**src/rtl/serial_transmitter_pkg.sv**
```systemverilog
// Shared definitions for the SCL/SDA serial link (transmitter and receiver).
package serial_link_pkg;

    typedef enum logic [2:0] {
        ST_IDLE     = 3'd0,
        ST_START    = 3'd1,
        ST_BIT_LOW  = 3'd2,
        ST_BIT_HIGH = 3'd3,
        ST_ACK      = 3'd4,
        ST_STOP     = 3'd5,
        ST_GAP      = 3'd6
    } link_state_t;

    localparam int FRAME_BITS = 8;
    localparam int ACK_LEN    = 1;
    localparam int STOP_LEN   = 1;

    localparam int PR_LSB    = 0;
    localparam int RATE_LSB  = 4;
    localparam int SPARE_BIT = 7;

    // Assemble the on-wire byte {spare=0, rate, pr}.
    function automatic logic [FRAME_BITS-1:0] pack_frame(input logic [3:0] pr,
                                                         input logic [2:0] rate);
        logic [FRAME_BITS-1:0] b;
        b                = '0;
        b[PR_LSB +: 4]   = pr;
        b[RATE_LSB +: 3] = rate;
        b[SPARE_BIT]     = 1'b0;
        return b;
    endfunction

endpackage

```
**src/rtl/serial_transmitter_if.sv**
```systemverilog
// Handshake and line signals of the serial transmitter.
interface serial_transmitter_if;
    logic       tx_valid;
    logic       tx_ready;
    logic [3:0] pr;
    logic [2:0] rate;
    logic       scl;
    logic       sda_out;
    logic       sda_oe;
    logic       busy;
    logic       done;

    // Requester side: offers a payload, watches the line.
    modport master (
        output tx_valid, pr, rate,
        input  tx_ready, scl, sda_out, sda_oe, busy, done
    );

    // Transmitter side.
    modport slave (
        input  tx_valid, pr, rate,
        output tx_ready, scl, sda_out, sda_oe, busy, done
    );
endinterface

```
**src/rtl/serial_transmitter_bit_timer.sv**
```systemverilog
// Loadable down-counter with a zero flag; times the per-state durations.
module serial_bit_timer #(
    parameter int WIDTH = 3
) (
    input  logic             clk,
    input  logic             reset,
    input  logic             i_load,
    input  logic [WIDTH-1:0] i_load_val,
    output logic             o_zero
);

    logic [WIDTH-1:0] r_count;

    // Load on request, otherwise count down and hold at zero.
    always_ff @(posedge clk) begin
        if (reset) begin
            r_count <= '0;
        end else if (i_load) begin
            r_count <= i_load_val;
        end else if (r_count != '0) begin
            r_count <= r_count - 1'b1;
        end
    end

    assign o_zero = (r_count == '0);

endmodule

```
**src/rtl/serial_transmitter.sv**
```systemverilog
// Serial byte transmitter: packs {0, rate, pr} and shifts it LSB-first on SCL/SDA
// with start, ack slot, stop and an idle gap before the next frame.
module serial_transmitter #(
    parameter int LOW_CYCLES = 2,
    parameter int GAP_CYCLES = 4
) (
    input  logic                 clk,
    input  logic                 reset,
    serial_transmitter_if.slave  bus
);
    import serial_link_pkg::*;

    localparam int MAX_LEN = (LOW_CYCLES > GAP_CYCLES) ? LOW_CYCLES : GAP_CYCLES;
    localparam int CW      = $clog2(MAX_LEN) + 1;

    // Timer holds N-1 on entry so a state lasts N cycles, ending on the zero flag.
    localparam logic [CW-1:0] LOW_LOAD  = CW'(LOW_CYCLES - 1);
    localparam logic [CW-1:0] GAP_LOAD  = CW'(GAP_CYCLES - 1);
    localparam logic [CW-1:0] ACK_LOAD  = CW'(ACK_LEN - 1);
    localparam logic [CW-1:0] STOP_LOAD = CW'(STOP_LEN - 1);
    localparam logic [2:0]    LAST_BIT  = 3'(FRAME_BITS - 1);

    link_state_t            r_state;
    link_state_t            w_state_next;
    logic [FRAME_BITS-1:0]  r_shreg;
    logic [2:0]             r_bit_cnt;
    logic                   w_zero;
    logic                   w_load;
    logic [CW-1:0]          w_load_val;
    logic                   w_scl, w_sda_out, w_sda_oe, w_ready, w_busy, w_done;
    logic                   w_handshake;

    assign w_handshake = (r_state == ST_IDLE) && bus.tx_valid;

    serial_bit_timer #(.WIDTH(CW)) u_timer (
        .clk        (clk),
        .reset      (reset),
        .i_load     (w_load),
        .i_load_val (w_load_val),
        .o_zero     (w_zero)
    );

    // State register.
    always_ff @(posedge clk) begin
        if (reset) begin
            r_state <= ST_IDLE;
        end else begin
            r_state <= w_state_next;
        end
    end

    // Payload shifter and bit counter: latch at handshake, advance after each high cycle.
    always_ff @(posedge clk) begin
        if (reset) begin
            r_shreg   <= '0;
            r_bit_cnt <= '0;
        end else if (w_handshake) begin
            r_shreg   <= pack_frame(bus.pr, bus.rate);
            r_bit_cnt <= '0;
        end else if (r_state == ST_BIT_HIGH) begin
            r_shreg <= r_shreg >> 1;
            if (r_bit_cnt != LAST_BIT) begin
                r_bit_cnt <= r_bit_cnt + 1'b1;
            end
        end
    end

    // Next state, timer reload on every state entry, and outputs decoded from state.
    always_comb begin
        w_state_next = r_state;
        w_load_val   = '0;
        w_scl        = 1'b0;
        w_sda_out    = 1'b1;
        w_sda_oe     = 1'b1;
        w_ready      = 1'b0;
        w_busy       = 1'b1;
        w_done       = 1'b0;

        case (r_state)
            ST_IDLE: begin
                w_ready = 1'b1;
                w_busy  = 1'b0;
                if (bus.tx_valid) w_state_next = ST_START;
            end
            ST_START: begin
                w_sda_out = 1'b0;
                if (w_zero) w_state_next = ST_BIT_LOW;
            end
            ST_BIT_LOW: begin
                w_sda_out = r_shreg[0];
                if (w_zero) w_state_next = ST_BIT_HIGH;
            end
            ST_BIT_HIGH: begin
                // A single high cycle per bit; the receiver samples every high cycle.
                w_scl        = 1'b1;
                w_sda_out    = r_shreg[0];
                w_state_next = (r_bit_cnt == LAST_BIT) ? ST_ACK : ST_BIT_LOW;
            end
            ST_ACK: begin
                w_sda_oe = 1'b0;
                if (w_zero) w_state_next = ST_STOP;
            end
            ST_STOP: begin
                w_done = 1'b1;
                if (w_zero) w_state_next = ST_GAP;
            end
            ST_GAP: begin
                if (w_zero) w_state_next = ST_IDLE;
            end
            default: begin
                w_state_next = ST_IDLE;
            end
        endcase

        case (w_state_next)
            ST_START, ST_BIT_LOW: w_load_val = LOW_LOAD;
            ST_GAP:               w_load_val = GAP_LOAD;
            ST_ACK:               w_load_val = ACK_LOAD;
            ST_STOP:              w_load_val = STOP_LOAD;
            default:              w_load_val = '0;
        endcase
    end

    assign w_load = (w_state_next != r_state);

    assign bus.scl      = w_scl;
    assign bus.sda_out  = w_sda_out;
    assign bus.sda_oe   = w_sda_oe;
    assign bus.tx_ready = w_ready;
    assign bus.busy     = w_busy;
    assign bus.done     = w_done;

endmodule

```
**src/flat_wrapper.sv**
```systemverilog
// flat-port wrapper written by rule: the top's interface ports become plain ports
module serial_transmitter_flat import serial_link_pkg::*;
#(
    parameter int LOW_CYCLES = 2,
    parameter int GAP_CYCLES = 4
)
  (clk, reset, bus_tx_valid, bus_pr, bus_rate, bus_tx_ready, bus_scl, bus_sda_out, bus_sda_oe, bus_busy, bus_done);
  serial_transmitter_if bus_i ();
  input  logic clk;
  input  logic reset;
  input wire logic [$bits(bus_i.tx_valid)-1:0] bus_tx_valid;
  input wire logic [$bits(bus_i.pr)-1:0] bus_pr;
  input wire logic [$bits(bus_i.rate)-1:0] bus_rate;
  output wire logic [$bits(bus_i.tx_ready)-1:0] bus_tx_ready;
  output wire logic [$bits(bus_i.scl)-1:0] bus_scl;
  output wire logic [$bits(bus_i.sda_out)-1:0] bus_sda_out;
  output wire logic [$bits(bus_i.sda_oe)-1:0] bus_sda_oe;
  output wire logic [$bits(bus_i.busy)-1:0] bus_busy;
  output wire logic [$bits(bus_i.done)-1:0] bus_done;
  assign bus_i.tx_valid = bus_tx_valid;
  assign bus_i.pr = bus_pr;
  assign bus_i.rate = bus_rate;
  assign bus_tx_ready = bus_i.tx_ready;
  assign bus_scl = bus_i.scl;
  assign bus_sda_out = bus_i.sda_out;
  assign bus_sda_oe = bus_i.sda_oe;
  assign bus_busy = bus_i.busy;
  assign bus_done = bus_i.done;
  serial_transmitter #(.LOW_CYCLES(LOW_CYCLES), .GAP_CYCLES(GAP_CYCLES)) u_core (.clk(clk), .reset(reset), .bus(bus_i));
endmodule
```
**config.mk**
```make
export PLATFORM = sky130hd
export DESIGN_NAME = serial_transmitter_flat
export DESIGN_NICKNAME = d
export VERILOG_FILES = /design/src/rtl/serial_transmitter_pkg.sv /design/src/rtl/serial_transmitter_if.sv /design/src/rtl/serial_transmitter_bit_timer.sv /design/src/rtl/serial_transmitter.sv /design/src/flat_wrapper.sv
export SDC_FILE = /design/constraint.sdc
export NUM_CORES = 1
export LEC_CHECK = 0
export ABC_CLOCK_PERIOD_IN_PS = 4200
export CELL_PAD_IN_SITES_DETAIL_PLACEMENT = 1
export CELL_PAD_IN_SITES_GLOBAL_PLACEMENT = 1
export CORE_ASPECT_RATIO = 1.2
export CORE_MARGIN = 10
export CORE_UTILIZATION = 41
export DETAILED_ROUTE_END_ITERATION = 12
export GPL_TIMING_DRIVEN = 1
export PLACE_DENSITY = 0.78
export SLEW_MARGIN = 20
export SYNTH_ARGS = -nofsm -noshare
export SYNTH_HDL_FRONTEND = slang
export SYNTH_SLANG_ARGS = --single-unit
```
**constraint.sdc**
```tcl
create_clock -name clk -period 4.2 [get_ports clk]
set_input_delay 0.84 -clock clk [delete_from_list [all_inputs] [get_ports clk]]
set_output_delay 0.84 -clock clk [all_outputs]
set_load 0.02 [all_outputs]
```
==> out/results.txt, run 1 <==
CTS tree: built
First-pass GRT wire length: 3.36 mm
Worst slack, placed: 1.60 ns
Largest net degree at the start of global routing: 19
Total power: 0.000556 W
P&R area growth vs syn: 17.9%
Via count: 736
Met2 wire len: 912 µm
Fin crit period: 2.93 ns
Crit end category: output pin
Final #Nets: 124
Post-DR wirelength/cell: 14.3 µm
Post-Route M1 WL: 927 µm
Setup Buffers After CTS: 0
RSZ-0062 raised after global routing: no
Final hold violation count: 0
Arrival time worst endpoint: 2.09 ns
Worst-Margin Slew: 0.968 ns
Die area: 4440 µm²
Hold_buf cts: 0
Initial DRC count: 13
Fraction of layout instances using a drive strength above 1: 10.2%
Setup ws final: 1.27 ns
Crit path launch type: flip-flop
Worst-path fanout max: 14
Dpl hpwl: 1.40 mm
Highest routed layer: met4
Avg Vias per Cell: 5.33
Num ports: 16
Std-Cell Rows: 18
Htree depth: 1
Port-buffer cells: 15
CTS Buf Count: 3
GP Congestion: 0.709
Insertion delay to the later sink of the worst-skew pair: 0.29 ns
Clock Path Buffers: 2
Cell area after synthesis: 888 µm²
CTS root buffer: clkbuf_4
WS Path Type: reg2out
Outcome: finished, final reports clean
Total wire length: 1.97 mm
Router iterations before antenna repair: 4
Core Region: 2070 µm²
Leakage power: 0.381 nW
# setup viols final: 0
Slew HR: 35.3%
Worst-path clk slew: 0.09 ns
Skew final: 0.00138 ns
Achievable frequency: 341 MHz
Main synth FF type: dfxtp_1
Total global-route track usage: 9.25%
Die H: 71.0 µm
CTS resizes: 0
Setup TNS: 0 ns
Synthesized area per cell: 9.06 µm²
Fin area: 1050 µm²
Post-Place Cell Area: 1020 µm²
Hold WC Path Type: reg2reg
Syn Nets: 112
Gate count of the mapped netlist: 98
Die W: 62.5 µm
Fraction of registers with async set/reset: 0%
Setup slack, reg-to-reg: 2.13 ns
Synth Warn #: 0
Tcrit/Tclk final: 69.8%
Initial Utilization: 42.9%
N_diodes: 0
# clock sinks: 16
Initial antenna violation count: 0
Post-DRT Antenna Nets: 0
Worst ir drop on vdd: 0.000223 V
Remaining DRCs: 0
Vias in the first global route: 755
Max Cap Viol: 0
Cell area power density: 531 nW/µm²
Number of synthesized register bits: 16
Yosys cell types: 34
Number of flops mapped to enable cells by yosys: 0
Register area share after synthesis: 36.1%
Slew Limit Fails: 0
Met3 WL: 78 µm
Critical Path RT: 3.36 ns
Global route overflow: 0
Final hold slack: 0.467 ns
-- final timing paths --
check                            startpoint                   endpoint  depth (start not counted)
setup / recovery          u_core.r_state[0]                    bus_scl                          2
hold / removal            u_core.r_shreg[5]          u_core.r_shreg[5]                          2
setup reg to reg  u_core.u_timer.r_count[1]  u_core.u_timer.r_count[0]                          6
hold reg to reg           u_core.r_shreg[5]          u_core.r_shreg[5]                          2
-- Yosys cell counts (all sizes together) (2+ instances only) --
cell type | instances | area (µm²)
a22oi | 7 | 52.6
nor2 | 7 | 28.8
nor2b | 4 | 25.0
nor4 | 2 | 12.5
xnor2 | 3 | 26.3
clkbuf | 2 | 7.51
ha | 4 | 50.1
a21oi | 8 | 40.0
dfxtp | 16 | 320
and3b | 2 | 17.5
nor3 | 5 | 40.0
mux2i | 4 | 40.0
nand2b | 2 | 12.5
o21ai | 5 | 25.0
buf | 6 | 43.8
inv | 4 | 15.0
nand2 | 6 | 22.5
-- cell families after synthesis --
kind of cell               Yosys count  share of synthesized area [%]
xor gates and xnor gates             3                           2.96
and+or+nand+nor                     34                           24.8
AOI/OAI and AO/OA                   24                           16.9
DFF                                 16                           36.1
adders and majority gates            4                           5.63
muxes                                5                           6.20
buffers and inverters               12                           7.46
-- cell type report --
class / instances / area [µm²]
Sequential cell: 16 / 320
Inverter: 4 / 15.0
Clock buffer: 3 / 22.5
Fill cell: 262 / 1020
Tap cell: 30 / 37.5
Multi-Input combinational cell: 70 / 502
Timing Repair Buffer: 15 / 150
-- sequential cells by signal, summed over array words and instances (netlist names) --
name,count
u_core.u_timer.r_count,3
u_core.r_bit_cnt,3
u_core.r_shreg,7
u_core.r_state,3
-- routing by layer --
metal	GRT usage, %	vias up
met1	10.1	354
met4	6.72	0
li1	-	363
met2	15.3	14
met5	0	-
met3	2.36	5
-- where the power goes --
part	total, W	leakage (nW)	internal, W	switching (W)
Sequential	0.000214	0.131	0.000179	0.0000347
Combinational	0.000260	0.236	0.000116	0.000144
Clock	0.0000829	0.0138	0.0000335	0.0000494
-- cells in the final DEF (no fill, tap or decap), types with 4 or more instances in the layout --
master / count
a21oi_1: 8
a22oi_1: 7
clkdlybuf4s50_1: 15
dfxtp_1: 16
ha_1: 4
inv_1: 4
mux2i_1: 4
nand2_1: 6
nor2_1: 6
nor2b_1: 4
-- critical path, cell delays in order (launching register included) --
cell	delay [ns]
dfxtp_1	0.60
and3b_1	0.50
clkdlybuf4s50_1	0.69
-- stage by stage --
step | util [%] | std cells
final | 50.5 | 138
after global routing | 50.5 | 138
after CTS | 50.5 | 138
after detailed placement | 49.5 | 135
after global placement | 49.5 | 135
after floorplan | - | 98
Note: power is estimated with default switching activity, not from simulation.
==> run 2: changes to the inputs <==
ABC_CLOCK_PERIOD_IN_PS = 2690   (was 4200)
CORE_UTILIZATION = 34   (was 41)
PLACE_DENSITY = 0.69   (was 0.78)
clock period = 2.69 ns   (was 4.2 ns; I/O delays follow)
==> run 2 against run 1 <==
Clock-buffer cell count grew 1; sequential power grew 56%; sequential cell count is the same; via count shrank 0.27%; largest cell class unchanged; register-to-register slack lost 1.3 ns; first-iteration DRC count grew to 4.2 times the previous value; critical path depth grew 1.
==> out/results.txt, run 2 (synthesis results as in run 1) <==
Largest stage delay, worst path: 0.63 ns
Port-buffer cells: 15
Arrival time worst endpoint: 1.90 ns
Insertion delay to the later sink of the worst-skew pair: 0.29 ns
Clock Path Buffers: 2
Slowest stage cell on the critical path: dfxtp_1
# setup viols final: 0
Via count: 734
Vias in the first global route: 824
Reg-to-Reg End: u_core.u_timer.r_count[0]
Setup Buffers After CTS: 0
Final hold violation count: 0
Achievable frequency: 410 MHz
Worst-path clk slew: 0.10 ns
Max Cap Viol: 0
Commonest non-fill, non-tap cell in the layout: dfxtp_1
Num ports: 16
P&R area growth vs syn: 22.4%
Leakage power: 0.403 nW
Hold EP: u_core.r_shreg[3]
Hold_buf cts: 0
Global route overflow: 0
Initial DRC count: 55
Post-DRT Antenna Nets: 0
Final core occ: 43.0%
Worst-Margin Slew: 0.670 ns
Min-Delay Startpoint: u_core.r_shreg[3]
Fraction of layout instances using a drive strength above 1: 13.4%
Fin crit period: 2.44 ns
Die H: 76.0 µm
CTS resizes: 0
FF-to-FF path depth: 6
Hold Path Cell Cnt: 2
# clock sinks: 16
Setup slack, reg-to-reg: 0.81 ns
Setup TNS: 0 ns
Reg-to-Reg Start: u_core.u_timer.r_count[0]
Crit end category: output pin
Slew HR: 55.2%
Initial Utilization: 35.1%
CTS root buffer: clkbuf_4
Core Region: 2530 µm²
N_diodes: 0
Commonest non-fill, non-tap cells in the layout: 16 x dfxtp_1, 15 x clkdlybuf4s50_1, 8 x a21oi_1
First-pass GRT wire length: 3.52 mm
Slew Limit Fails: 0
CP bufs+invs: 1
Worst ir drop on vdd: 0.000345 V
Tcrit/Tclk final: 90.8%
Crit-path leading delay family: flip-flops
Cell area power density: 855 nW/µm²
Initial antenna violation count: 0
Die W: 66.7 µm
Largest net degree at the start of global routing: 19
Crit path launch type: flip-flop
Final #Nets: 127
Skew final: 0.00269 ns
Dpl hpwl: 1.56 mm
Htree depth: 1
Post-DR wirelength/cell: 14.2 µm
Crit path cell chain: nor2b_1 > o21ai_1 > clkdlybuf4s50_1
Die area: 5070 µm²
WS Path Type: reg2out
Std-Cell Rows: 20
Router iterations before antenna repair: 4
Top reg by flops: u_core.r_shreg
CTS tree: built
Hold WC Path Type: reg2reg
Total power: 0.000929 W
Total wire length: 2.06 mm
RSZ-0062 raised after global routing: no
CTS Buf Count: 3
Largest register FFs: 7
GP Congestion: 0.731
Worst setup path startpoint: u_core.r_state[0]
Total global-route track usage: 8.43%
Worst-path fanout max: 14
Critical Path RT: 2.15 ns
Remaining DRCs: 0
Avg Vias per Cell: 5.06
Outcome: finished, final reports clean
==> run 2: changes by cell type in the layout (fill, tap and decap cells not counted) <==
cell | previous run | this run
buf_4 | 0 | 3
clkbuf_8 | 0 | 1
==> run 2: worst max path at each step <==
stage              endpoint  slack (ns)  cells past startpoint
4_1_cts         bus_sda_out        0.24                      3
3_3_place_gp    bus_sda_out        0.60                      3
3_5_place_dp    bus_sda_out        0.58                      3
5_1_grt         bus_sda_out        0.10                      3
6_report        bus_sda_out        0.25                      3
2_1_floorplan  bus_tx_ready        0.98                      3
==> run 2: final cells by class <==
class	instances	area (µm²)
Sequential cell	16	320
Clock buffer	4	36.3
Multi-Input combinational cell	70	502
Timing Repair Buffer	18	173
Fill cell	296	1440
Tap cell	33	41.3
Inverter	4	15.0
==> run 2: power by group <==
group          total, W  leakage (nW)  internal (W)  switching, W
combinational  0.000434         0.251      0.000201      0.000233
clock          0.000162        0.0210     0.0000824     0.0000798
sequential     0.000333         0.131      0.000279     0.0000540
==> run 2: worst register-to-register path, cell delays in order, from the launching register on <==
cell and delay, ns:
dfxtp_1 0.33, inv_1 0.08, ha_1 0.14, nor2b_1 0.51, nor3_1 0.10, nor3_1 0.46, o22ai_1 0.13
==> run 2: stage by stage <==
step	std cells	setup WS [ns]	area [µm²]	hold slack [ns]
after floorplan	98	0.982	888	0.436
after global placement	141	0.605	1050	0.443
after detailed placement	141	0.577	1050	0.450
after CTS	145	0.239	1090	0.465
after global routing	145	0.105	1090	0.497
final	145	0.249	1090	0.461
==> run 2: layer usage <==
| layer | GRT usage, % | routed length (µm) | up-vias |
|---|---|---|---|
| met1 | 9.08 | 874 | 352 |
| met2 | 14.4 | 1090 | 9 |
| met5 | 0 | 0 | - |
| met3 | 2.06 | 79 | 2 |
| met4 | 4.41 | 13 | 0 |
| li1 | - | - | 371 |
